[src/rtl/spell_mem_master.sv]
// ---------------------------------------------------------------------------
// spell_mem_master: single-outstanding memory access master (IDLE/BUSY/RELEASE)
// Optional BUSY timeout is enabled with macro SPELL_MEM_TIMEOUT_EN.
// Revision: 1.0
// ---------------------------------------------------------------------------
`default_nettype none

module spell_mem_master #(
  parameter int TIMEOUT_CYCLES = 16
) (
  input  logic       clk,
  input  logic       rst,
  input  logic       req_valid,
  output logic       req_ready,
  input  logic       req_write,
  input  logic       req_data_space,
  input  logic [7:0] req_addr,
  input  logic [7:0] req_wdata,
  output logic       resp_valid,
  output logic [7:0] resp_rdata,
  output logic       resp_error,
  output logic       mem_select,
  output logic [7:0] mem_addr,
  output logic [7:0] mem_wdata,
  output logic       mem_write,
  output logic       mem_type_data,
  input  logic [7:0] mem_rdata,
  input  logic       mem_ready
);

  typedef enum logic [1:0] {
    IDLE    = 2'd0,
    BUSY    = 2'd1,
    RELEASE = 2'd2
  } state_t;

  if (TIMEOUT_CYCLES < 1 || TIMEOUT_CYCLES > 255) begin : g_timeout_range
    $error("spell_mem_master: TIMEOUT_CYCLES must be within 1..255");
  end

  state_t r_state;

  assign req_ready = (r_state == IDLE);

`ifdef SPELL_MEM_TIMEOUT_EN
  localparam logic [7:0] C_TMO_LAST = 8'(TIMEOUT_CYCLES - 1);

  logic [7:0] r_tmo_cnt;
`else
  assign resp_error = 1'b0;
`endif

  always_ff @(posedge clk) begin
    if (rst) begin
      r_state       <= IDLE;
      mem_select    <= 1'b0;
      mem_write     <= 1'b0;
      mem_type_data <= 1'b0;
      mem_addr      <= 8'h00;
      mem_wdata     <= 8'h00;
      resp_valid    <= 1'b0;
      resp_rdata    <= 8'h00;
`ifdef SPELL_MEM_TIMEOUT_EN
      resp_error    <= 1'b0;
      r_tmo_cnt     <= 8'h00;
`endif
    end else begin
      resp_valid <= 1'b0;
      case (r_state)
        IDLE: begin
          if (req_valid) begin
            mem_addr      <= req_addr;
            mem_wdata     <= req_wdata;
            mem_write     <= req_write;
            mem_type_data <= req_data_space;
            mem_select    <= 1'b1;
`ifdef SPELL_MEM_TIMEOUT_EN
            r_tmo_cnt     <= 8'h00;
`endif
            r_state       <= BUSY;
          end
        end
        BUSY: begin
          // A ready responder wins over a timeout reached in the same cycle
          if (mem_ready) begin
            mem_select <= 1'b0;
            resp_valid <= 1'b1;
            resp_rdata <= mem_write ? 8'h00 : mem_rdata;
`ifdef SPELL_MEM_TIMEOUT_EN
            resp_error <= 1'b0;
`endif
            r_state    <= RELEASE;
          end
`ifdef SPELL_MEM_TIMEOUT_EN
          else if (r_tmo_cnt == C_TMO_LAST) begin
            mem_select <= 1'b0;
            resp_valid <= 1'b1;
            resp_rdata <= 8'h00;
            resp_error <= 1'b1;
            r_tmo_cnt  <= r_tmo_cnt + 8'd1;
            r_state    <= RELEASE;
          end else begin
            r_tmo_cnt  <= r_tmo_cnt + 8'd1;
          end
`endif
        end
        RELEASE: begin
          // One dead cycle lets the responder drop mem_ready before the next access
          r_state <= IDLE;
        end
        default: begin
          r_state    <= IDLE;
          mem_select <= 1'b0;
        end
      endcase
    end
  end

endmodule

`default_nettype wire

[config.mk]
export PLATFORM = sky130hd
export DESIGN_NAME = spell_mem_master
export DESIGN_NICKNAME = d
export VERILOG_FILES = /design/src/rtl/spell_mem_master.sv
export SDC_FILE = /design/constraint.sdc
export NUM_CORES = 1
export LEC_CHECK = 0
export BUFFER_PORTS_ARGS = -buffer_cell sky130_fd_sc_hd__buf_2
export CAP_MARGIN = 20
export CORE_MARGIN = 2
export CORE_UTILIZATION = 35
export CTS_CLUSTER_SIZE = 10
export DETAILED_ROUTE_END_ITERATION = 12
export GPL_TIMING_DRIVEN = 1
export PLACE_DENSITY_LB_ADDON = 0.08
export SYNTH_ARGS = -nofsm -noshare
export SYNTH_HDL_FRONTEND = slang
export SYNTH_SLANG_ARGS = --single-unit
[constraint.sdc]
create_clock -name clk -period 1.25 [get_ports clk]
set_input_delay 0.0625 -clock clk [delete_from_list [all_inputs] [get_ports clk]]
set_output_delay 0.0625 -clock clk [all_outputs]
set_load 0.005 [all_outputs]
== After elaboration in Yosys (flattened, before gate mapping) ==
Index checks and enable logic that the tools add are counted.

* Flip-flop bits (word level): 30
* Logic and storage cells: 28

* Eq/ne operators: 4
* Multiplexer cells: 8
* Bitwise operators: 2
* Reductions and logical operators: 6

{| class="wikitable"
|+ Operators with widths
! cell !! count
|-
| $mux 8 || 1
|-
| $reduce_and 2->1 || 3
|-
| $mux 2 || 2
|-
| $ne 2x2->1 const B || 2
|-
| $pmux 2 s2 || 1
|-
| $mux 1 || 3
|-
| $pmux 1 s3 || 1
|-
| $reduce_and 3->1 || 1
|-
| $eq 2x1->1 const B || 1
|-
| $eq 2x2->1 const B || 1
|-
| $logic_not 2->1 || 1
|-
| $not 1->1 || 2
|-
| $reduce_or 2->1 || 1
|}

== Logic depth before layout (Yosys ltp) ==
Gate-level depths: netlist (run 1).

* Depth after elaboration: 3
* Gate-level depth with buffers: 4

== Worst setup path after synthesis (run 1) ==
OpenSTA, ideal clock, no wires.

* Path kind: flip-flop to flip-flop
* Start point: reg r_state[1]
* End point: reg mem_addr[6]
* Arrival time: 999 ps
* Required time: 1,178 ps
* Slack: 180 ps
* Stages on the path, launching flop included: 5
* Cell sequence: dfxtp_1 > nor3b_2 > buf_6 > buf_12 > mux2i_1

* Longest elaborated chain between the ends: 2

{| class="wikitable"
|+ RTL lines
! item !! RTL line !! source
|-
| start, declared || 41 || <nowiki>state_t r_state;</nowiki>
|-
| start signal, assigned || 55 || <nowiki>r_state <= IDLE;</nowiki>
|-
| start signal, assigned || 80 || <nowiki>r_state <= BUSY;</nowiki>
|-
| start signal, assigned || 92 || <nowiki>r_state <= RELEASE;</nowiki>
|-
| $logic_not 2->1 || 69 || <nowiki>case (r_state)</nowiki>
|-
| $reduce_and 2->1 (no line) || - ||
|-
| end signal, assigned || 72 || <nowiki>mem_addr <= req_addr;</nowiki>
|-
| end, declared || 23 || <nowiki>output logic [7:0] mem_addr,</nowiki>
|}

Every way passes these cells.
A chain may end at the register's enable or synchronous reset.

== Worst setup path in the final report (run 1) ==
* Start point: reg r_state[1]
* End point: reg mem_addr[1]

The elaborated chain is that of the path after synthesis.

==> out/qor.csv, run 1 <==
metric,value,unit
io_buffers,58,
synthMuxAreaShare,13.0,%
dieArea,4470,um2
die_h,66.9,um
holdCritStartpoint,req_addr[3],
finalHoldViolations,0,
vdd_ir_drop_max,0.668,mV
clock-root-buffer,clkbuf_8,
drv_cap,0,
ant_nets,0,
ctsHoldBuffers,0,
tns,0,ns
grt_max_degree,26,
slew_violations,0,
arrival,1.33,ns
synthAdderAreaFrac,0,%
start_util,37.0,%
yosys-top-cells-area,"dfxtp_1 43%, nand2b_1 21%, mux2i_1 13%, o32ai_2 9.4%, inv_1 2.7%",
yosys.area.top_type_share,43.4,%
swShare,23.7,%
dp_slack,0.0415,ns
path_class,reg2reg,
holdCritPathClass,in2reg,
synth_compound_area_share,11.1,%
clkSlewWorstSetupHoldPaths,0.06,ns
antenna_found_initial,0,
fillers,387,
p_sw,0.000489,W
yosys_warnings,0,
syn_nets,161,
period_share,89.8,%
cts_tree,yes,
cts.path.max_buffers,2,
start_kind,flip-flop,
io_pins,60,
seq_area,601,um2
finalClockSkew,0.00377,ns
antenna_cells,0,
clk-insertion-delay-late,0.27,ns
yosys.area_share.xor_xnor,0,%
nets,220,
yosysSeqAreaShare,43.4,%
holdWs,0.0456,ns
syn_to_final_growth,28.8,%
powerDensity,1160,nW/um2
synth_area_per_cell,10.6,um2
internal_power,0.00158,W
pwr-share-seq,50.9,%
status,completed,
cts_made_buffers,5,
grt_util_all_layers,13.0,%
fp.dieW,66.9,um
yosys.area_share.simple,23.9,%
r2r_start,r_state[1],
globalplace.congestion,0.706,
synthCells,131,
drive_gt1_share,40.5,%
dr.pass1.iters,2,
worstSetupStartpoint,r_state[1],
routed_via_density,4.55,
grt_pass1_vias,975,
rsz0062_at_grt,no,
num_vias,1083,
multi_input_area,676,um2
synth_cell_types,19,
yosysTopAreaCell,dfxtp_1,
post-route-min-period,1.12,ns
worstPathRequired,1.45,ns
cts.sinks,30,
drc,0,
synth_top_family_by_area,simple AND/OR/NAND/NOR gates,
leakage,0.837,nW
hpwl,1960,um
fin_util,47.6,%
worst_slack,0.127,ns
crit_fanout,11,
cts_setup_buffers,0,
fmax,0.890,GHz
grt_first_pass_wirelength,4250,um
setup_viol,0,
fp-row-count,22,
avgRoutedWirePerCell,11.1,um
gr-total-overflow,0,
synth_area,1380,um2
p_comb_share,15.4,%
power_frac_clock,33.6,%
htreeDepth,2,
synth-seq-cells,30,
drt-total-wl,2650,um
drt_iter0_drc,19,
cts_resized,0,
core_area,3740,um2
end_kind,flip-flop,
-- per-stage QoR --
stage / cells / cell area (um2) / power, W
after CTS: 238 / 1780 / 0.00211
after floorplan: 131 / 1380 / 0.00127
after detailed placement: 231 / 1710 / 0.00140
final: 238 / 1780 / 0.00207
after global routing: 238 / 1780 / 0.00219
after global placement: 231 / 1710 / 0.00139
-- cells by family (layout without fill, tap and decap cells) --
| kind of cell | after synthesis | in the layout |
|---|---|---|
| buffers and inverters | 20 | 79 |
| muxes | 18 | 18 |
| AOI/OAI and AO/OA | 11 | 11 |
| other | 1 | 1 |
| DFF | 30 | 30 |
| and+or+nand+nor | 51 | 51 |
-- sequential cells by signal, indices dropped and copies added, names as in the netlist --
name,count
resp_valid,1
mem_addr,8
mem_type_data,1
mem_write,1
resp_rdata,8
r_state,2
mem_select,1
mem_wdata,8
-- layer usage --
layer  vias to the layer above  GRT usage (%)  routed length, um
li1                        542              -                  -
met1                       493           13.8               1090
met2                        41           21.4               1250
met3                         7           5.41                244
met4                         0           7.65                 56
met5                         -              0                  0
-- power groups by stage --
stage	sequential, W	combinational [W]	clock, W
floorplan	0.00108	0.000197	0
global placement	0.00107	0.000316	0
detailed placement	0.00107	0.000324	0
CTS	0.00105	0.000325	0.000729
global route	0.00106	0.000353	0.000774
finish	0.00105	0.000319	0.000696
-- cell type report --
type	instances	area share, %
repair buffers	62	18.7
inverters	10	2.11
multi-input cells	81	37.9
clock buffers	7	4.28
flip-flops and latches	30	33.7
well taps	48	3.37
-- placed cells by master, fill, tap and decap left out --
cell	Yosys	final
conb_1	1	1
nand2b_1	47	47
nor2_1	1	1
clkbuf_8	0	5
a211oi_1	1	1
o32ai_1	1	1
buf_12	1	1
nor3b_4	0	1
nand4bb_1	1	1
and3b_2	0	1
buf_2	3	58
mux2i_1	18	18
o32ai_2	8	8
buf_4	1	3
o21a_1	1	1
clkbuf_1	2	2
inv_1	10	10
dfxtp_1	30	30
-- worst max-delay path: stages (launching register included) --
cell	delay (ns)
dfxtp_1	0.37
nor3b_4	0.22
buf_4	0.25
mux2i_1	0.20
-- Yosys cell counts --
library cell and number:
mux2i_1 18, nand2b_1 47, buf_12 1, a211oi_1 1
inv_1 10, and3b_1 1, dfxtp_1 30, clkbuf_2 1
clkbuf_1 2, buf_2 3, conb_1 1, o21a_1 1
nor2_1 1, o32ai_2 8, nand4bb_1 1, o32ai_1 1
buf_4 1, nor3b_2 1, buf_6 2
-- worst paths after layout --
check	to	slack, ns	cells after the start
worst max-delay path	mem_addr[1]	0.13	3
worst min register to register	mem_addr[4]	0.47	2
worst max register to register	mem_addr[1]	0.13	3
worst min-delay path	mem_addr[3]	0.05	3
Power figures use the tool's default switching activity.
==> inputs of run 2 (changes only) <==
--- a/config.mk
+++ b/config.mk
@@ -9,10 +9,12 @@
 export CAP_MARGIN = 20
 export CORE_MARGIN = 2
 export CORE_UTILIZATION = 35
+export CTS_CLUSTER_DIAMETER = 100
 export CTS_CLUSTER_SIZE = 10
 export DETAILED_ROUTE_END_ITERATION = 12
 export GPL_TIMING_DRIVEN = 1
 export PLACE_DENSITY_LB_ADDON = 0.08
+export RECOVER_POWER = 25
 export SYNTH_ARGS = -nofsm -noshare
 export SYNTH_HDL_FRONTEND = slang
 export SYNTH_SLANG_ARGS = --single-unit
==> out/qor.csv, run 2 (synthesized netlist as in run 1, its figures left out) <==
metric,value,unit,change
cts_setup_buffers,0,,unchanged
dieArea,4470,um2,unchanged
htreeDepth,2,,unchanged
gr-total-overflow,0,,unchanged
io_buffers,58,,unchanged
finalClockSkew,0.00377,ns,+0.0000000300 ns
core_area,3740,um2,unchanged
max_stage_delay,0.37,ns,about the same
drive_gt1_share,38.4,%,-2.1 points
cts_tree,yes,,
reg.largest.list,"mem_addr: 8 flops, mem_wdata: 8 flops, resp_rdata: 8 flops",,
grt_pass1_vias,975,,unchanged
path_delay_family,flip-flops,,
routed_via_density,4.55,,unchanged
status,completed,,
ant_nets,0,,unchanged
rsz0062_at_grt,no,,
fp-row-count,22,,unchanged
fin_util,47.5,%,-0.13 points
ctsHoldBuffers,0,,unchanged
io_pins,60,,unchanged
path_class,reg2reg,,
tns,0,ns,unchanged
worstPathRequired,1.45,ns,about the same
dp_cells,231,,unchanged
grt_util_all_layers,13.0,%,unchanged
die_h,66.9,um,unchanged
start_kind,flip-flop,,
avgRoutedWirePerCell,11.1,um,+0.19%
drc,0,,unchanged
dr.pass1.iters,2,,unchanged
clkSlewWorstSetupHoldPaths,0.06,ns,about the same
arrival,1.33,ns,about the same
cts.path.max_buffers,2,,unchanged
fmax,0.890,GHz,about the same
finalHoldViolations,0,,unchanged
cts.sinks,30,,unchanged
leakage,0.821,nW,-1.9%
drt-total-wl,2650,um,+0.19%
slew_violations,0,,unchanged
layoutNonFillerInstCount,238,,unchanged
cp_slowest_cell,dfxtp_1,,
nets,220,,unchanged
clk-insertion-delay-late,0.27,ns,about the same
cts_resized,0,,unchanged
drv_cap,0,,unchanged
worstPathCellList,nor3b_4 -> buf_4 -> mux2i_1,,
start_util,37.0,%,unchanged
drt_iter0_drc,19,,unchanged
powerDensity,1160,nW/um2,+0.20%
crit_fanout,11,,unchanged
holdCritPathClass,in2reg,,
end_kind,flip-flop,,
final_common_cell,buf_2,,
cp_num_buf_inv,1,,unchanged
antenna_found_initial,0,,unchanged
globalplace.congestion,0.706,,unchanged
layout_common_cells,"54 x buf_2, 47 x nand2b_1, 30 x dfxtp_1",,
num_vias,1083,,unchanged
syn_to_final_growth,28.5,%,
fp.dieW,66.9,um,unchanged
post-route-min-period,1.12,ns,+0.0000140 ns
clock-root-buffer,clkbuf_8,,
period_share,89.8,%,about the same
setup_viol,0,,unchanged
grt_max_degree,26,,unchanged
grt_first_pass_wirelength,4250,um,unchanged
vdd_ir_drop_max,0.668,mV,about the same
hpwl,1960,um,unchanged
antenna_cells,0,,unchanged
cts_made_buffers,5,,unchanged
run 2: cell types whose count changed in the layout (fill, tap and decap cells not counted):
cell and change:
buf_2 -4, clkbuf_1 +4
run 2: final timing paths:
| kind | start | to | slack [ns] | cells after the start |
|---|---|---|---|---|
| worst max register to register | r_state[1] | mem_addr[1] | 0.13 | 3 |
| worst min register to register | mem_addr[4] | mem_addr[4] | 0.47 | 2 |
| worst max-delay path | r_state[1] | mem_addr[1] | 0.13 | 3 |
| worst min-delay path | req_addr[3] | mem_addr[3] | 0.05 | 3 |
run 2: routing by layer:
| metal | track usage [%] | vias to the layer above | routed length, um |
|---|---|---|---|
| li1 | - | 542 | - |
| met1 | 13.8 | 493 | 1100 |
| met2 | 21.4 | 41 | 1250 |
| met3 | 5.41 | 7 | 244 |
| met4 | 7.65 | 0 | 56 |
| met5 | 0 | - | 0 |
run 2: through the flow:
step / total power [W] / hold WS, ns / area, um2 / setup WS (ns)
after detailed placement: 0.00140 / 0.333 / 1710 / 0.0415
final: 0.00207 / 0.0456 / 1780 / 0.127
after global placement: 0.00139 / 0.324 / 1710 / 0.0828
after CTS: 0.00211 / 0.0380 / 1780 / 0.0320
after floorplan: 0.00127 / 0.217 / 1380 / 0.180
after global routing: 0.00219 / 0.0451 / 1780 / 0.0114
run 2: worst reg2reg max path, cell delays in order, from the launching register on:
cell	delay (ns)
dfxtp_1	0.37
nor3b_4	0.22
buf_4	0.25
mux2i_1	0.21
run 2: area by class of cell:
class,count,area [um2]
clock buffer,7,76.3
fill,390,1970
inverter,10,37.5
multi-input combinational,81,676
sequential,30,601
tap,48,60.1
timing repair buffer,62,328
run 2: report_power, final:
| group | total [W] | internal [W] | leakage (nW) | switching [W] |
|---|---|---|---|---|
| Clock | 0.000696 | 0.000382 | 0.0383 | 0.000314 |
| Sequential | 0.00105 | 0.00102 | 0.246 | 0.0000369 |
| Combinational | 0.000317 | 0.000178 | 0.537 | 0.000139 |
==> inputs of run 3 (changes only) <==
--- a/config.mk
+++ b/config.mk
@@ -5,6 +5,7 @@
 export SDC_FILE = /design/constraint.sdc
 export NUM_CORES = 1
 export LEC_CHECK = 0
+export ABC_AREA = 1
 export BUFFER_PORTS_ARGS = -buffer_cell sky130_fd_sc_hd__buf_2
 export CAP_MARGIN = 20
 export CORE_MARGIN = 2
==> out/qor.csv, run 3 <==
metric,value,unit,change
io_buffers,58,,unchanged
max_stage_delay,0.37,ns,about the same
fp.dieW,66.0,um,-1.3%
layout_common_cells,"53 x buf_2, 36 x nand2_1, 30 x dfxtp_1",,
syn_to_final_growth,31.0,%,
htreeDepth,2,,unchanged
finalHoldViolations,0,,unchanged
ant_nets,0,,unchanged
placed_area,1660,um2,-2.9%
drt_iter0_drc,60,,+41
slew_violations,0,,unchanged
yosysTopAreaCell,dfxtp_1,,
core_area,3690,um2,-1.5%
dp_slack,0.225,ns,+0.184 ns
topRoutingLayerUsed,met4,,
gr-total-overflow,0,,unchanged
globalplace.congestion,0.692,,-2.0%
avgRoutedWirePerCell,10.1,um,-9.7%
reg2regPathDepth,4,,+1
leakage,0.971,nW,+18%
drc,0,,unchanged
reg.largest.list,"mem_addr: 8 flops, mem_wdata: 8 flops, resp_rdata: 8 flops",,
worstPathRequired,1.19,ns,-0.26 ns
cts.path.max_buffers,2,,unchanged
synth_area_per_cell,7.23,um2,-32%
clock-root-buffer,clkbuf_8,,
yosysMostFrequentCell,nand2_1,,
end_kind,output pin,,
antenna_cells,0,,unchanged
synth_area,1350,um2,-2.8%
grt_util_all_layers,14.0,%,+0.99 points
drt-total-wl,2910,um,+9.7%
holdPathEnd,r_state[0],,
period_share,92.0,%,+2.2 points
syn_nets,216,,+34%
path_delay_family,flip-flops,,
setup_viol,0,,unchanged
cts_tree,yes,,
drive_gt1_share,31.5,%,-6.9 points
hpwl,1860,um,-4.9%
powerDensity,1250,nW/um2,+7.8%
ys.flop_type,dfxtp_1,,
cts.sinks,30,,unchanged
status,completed,,
design_area,1760,um2,-0.92%
yosys.area.top_type_share,44.7,%,+1.3 points
r2r-end,resp_rdata[2],,
r2r_slack,0.19,ns,+0.06 ns
worstPathCellList,nor2_4 -> buf_12 -> buf_2,,
final_common_cell,buf_2,,
fp-row-count,22,,unchanged
io_pins,60,,unchanged
synth_commonest_cells,"36 x nand2_1, 30 x dfxtp_1, 28 x nor2_1",,
clk-insertion-delay-late,0.27,ns,about the same
drv_cap,0,,unchanged
post-route-min-period,1.15,ns,+0.0269 ns
holdCritStartpoint,rst,,
hold_depth,2,,-1
cp_num_buf_inv,2,,+1
yosys_warnings,0,,unchanged
die_h,66.0,um,-1.3%
ctsHoldBuffers,0,,unchanged
dieArea,4350,um2,-2.6%
synthArstFlopShare,0,%,unchanged
fmax,0.870,GHz,-2.3%
routed_via_density,4.32,,-5.1%
fillers,422,,+8.2%
yosysSeqAreaShare,44.7,%,+1.3 points
cts_resized,0,,unchanged
rsz0062_at_grt,no,,
dr.pass1.iters,4,,+2
holdCritPathClass,in2reg,,
nets,272,,+24%
start_kind,flip-flop,,
r2r_start,r_state[0],,
met2_length,1280,um,+2.3%
cts_setup_buffers,0,,unchanged
synth-edff-count,0,,unchanged
cp_slowest_cell,dfxtp_1,,
cts_made_buffers,5,,unchanged
grt_first_pass_wirelength,4680,um,+10%
grt_pass1_vias,1109,,+14%
drt-met1-wl,1360,um,+24%
start_util,36.5,%,-0.50 points
yosys-top-cells-area,"dfxtp_1 45%, nand2_1 10%, nand3_1 9.7%, nor2_1 7.8%, inv_1 7.5%",,
wl_met3,228,um,-6.6%
antenna_found_initial,0,,unchanged
grt_max_degree,40,,+54%
crit_fanout,20,,+9
synth-seq-cells,30,,unchanged
path_class,reg2out,,
num_vias,1248,,+15%
clkSlewWorstSetupHoldPaths,0.06,ns,about the same
synthCells,186,,+42%
vdd_ir_drop_max,0.540,mV,-19%
worst_slack,0.100,ns,-0.0269 ns
synth_cell_types,19,,unchanged
finalClockSkew,0.00417,ns,+0.000404 ns
arrival,1.09,ns,-0.24 ns
tns,0,ns,unchanged
run 3: cell types whose count changed in the layout (fill, tap and decap cells not counted), sizes merged, moves of 3 or more:
cell,change
nand2b,-47
nand2,+36
nor2,+29
nand3,+27
a21oi,+20
inv,+18
mux2i,-18
o32ai,-9
buf,-3
run 3: where the power goes:
part           switching [W]  internal (W)  total [W]
registers          0.0000474       0.00103    0.00107
logic               0.000200      0.000188   0.000389
clock network       0.000321      0.000423   0.000745
total               0.000569       0.00164    0.00221
run 3: area by class of cell:
type / count / area, um2 / share of cell area [%]
clock buffer: 6 / 82.6 / 4.69
tap: 48 / 60.1 / 3.41
timing repair buffer: 61 / 349 / 19.8
inverter: 28 / 105 / 5.97
sequential: 30 / 601 / 34.1
multi-input combinational: 116 / 564 / 32.0
run 3: metrics by stage:
| step | utilization [%] | power [W] | std cells | hold WS [ns] |
|---|---|---|---|---|
| after floorplan | - | 0.00133 | 186 | 0.132 |
| after global placement | 44.9 | 0.00147 | 282 | 0.311 |
| after detailed placement | 44.9 | 0.00147 | 282 | 0.312 |
| after CTS | 47.1 | 0.00222 | 288 | 0.0220 |
| after global routing | 47.8 | 0.00236 | 289 | 0.0327 |
| final | 47.8 | 0.00221 | 289 | 0.0250 |
run 3: per-layer routing:
| layer | vias to the layer above | global-route usage [%] |
|---|---|---|
| met5 | - | 0 |
| met4 | 0 | 6.12 |
| met3 | 5 | 4.94 |
| met2 | 40 | 22.6 |
| met1 | 525 | 16.7 |
| li1 | 678 | - |
run 3: worst max-delay path by stage:
stage               startpoint  slack, ns  depth (start not counted)            to
floorplan           r_state[0]       0.27                          5   mem_addr[1]
global placement    r_state[0]       0.23                          5  mem_wdata[6]
detailed placement  r_state[0]       0.23                          5  mem_wdata[6]
CTS                 r_state[0]       0.02                          3     req_ready
global route        r_state[0]       0.04                          3     req_ready
finish              r_state[0]       0.10                          3     req_ready
run 3: cells by family after synthesis:
family	share of synthesized area (%)
simple gates	30.7
buf+inv	13.8
flops	44.7
compound gates	10.6
other cells	0.279
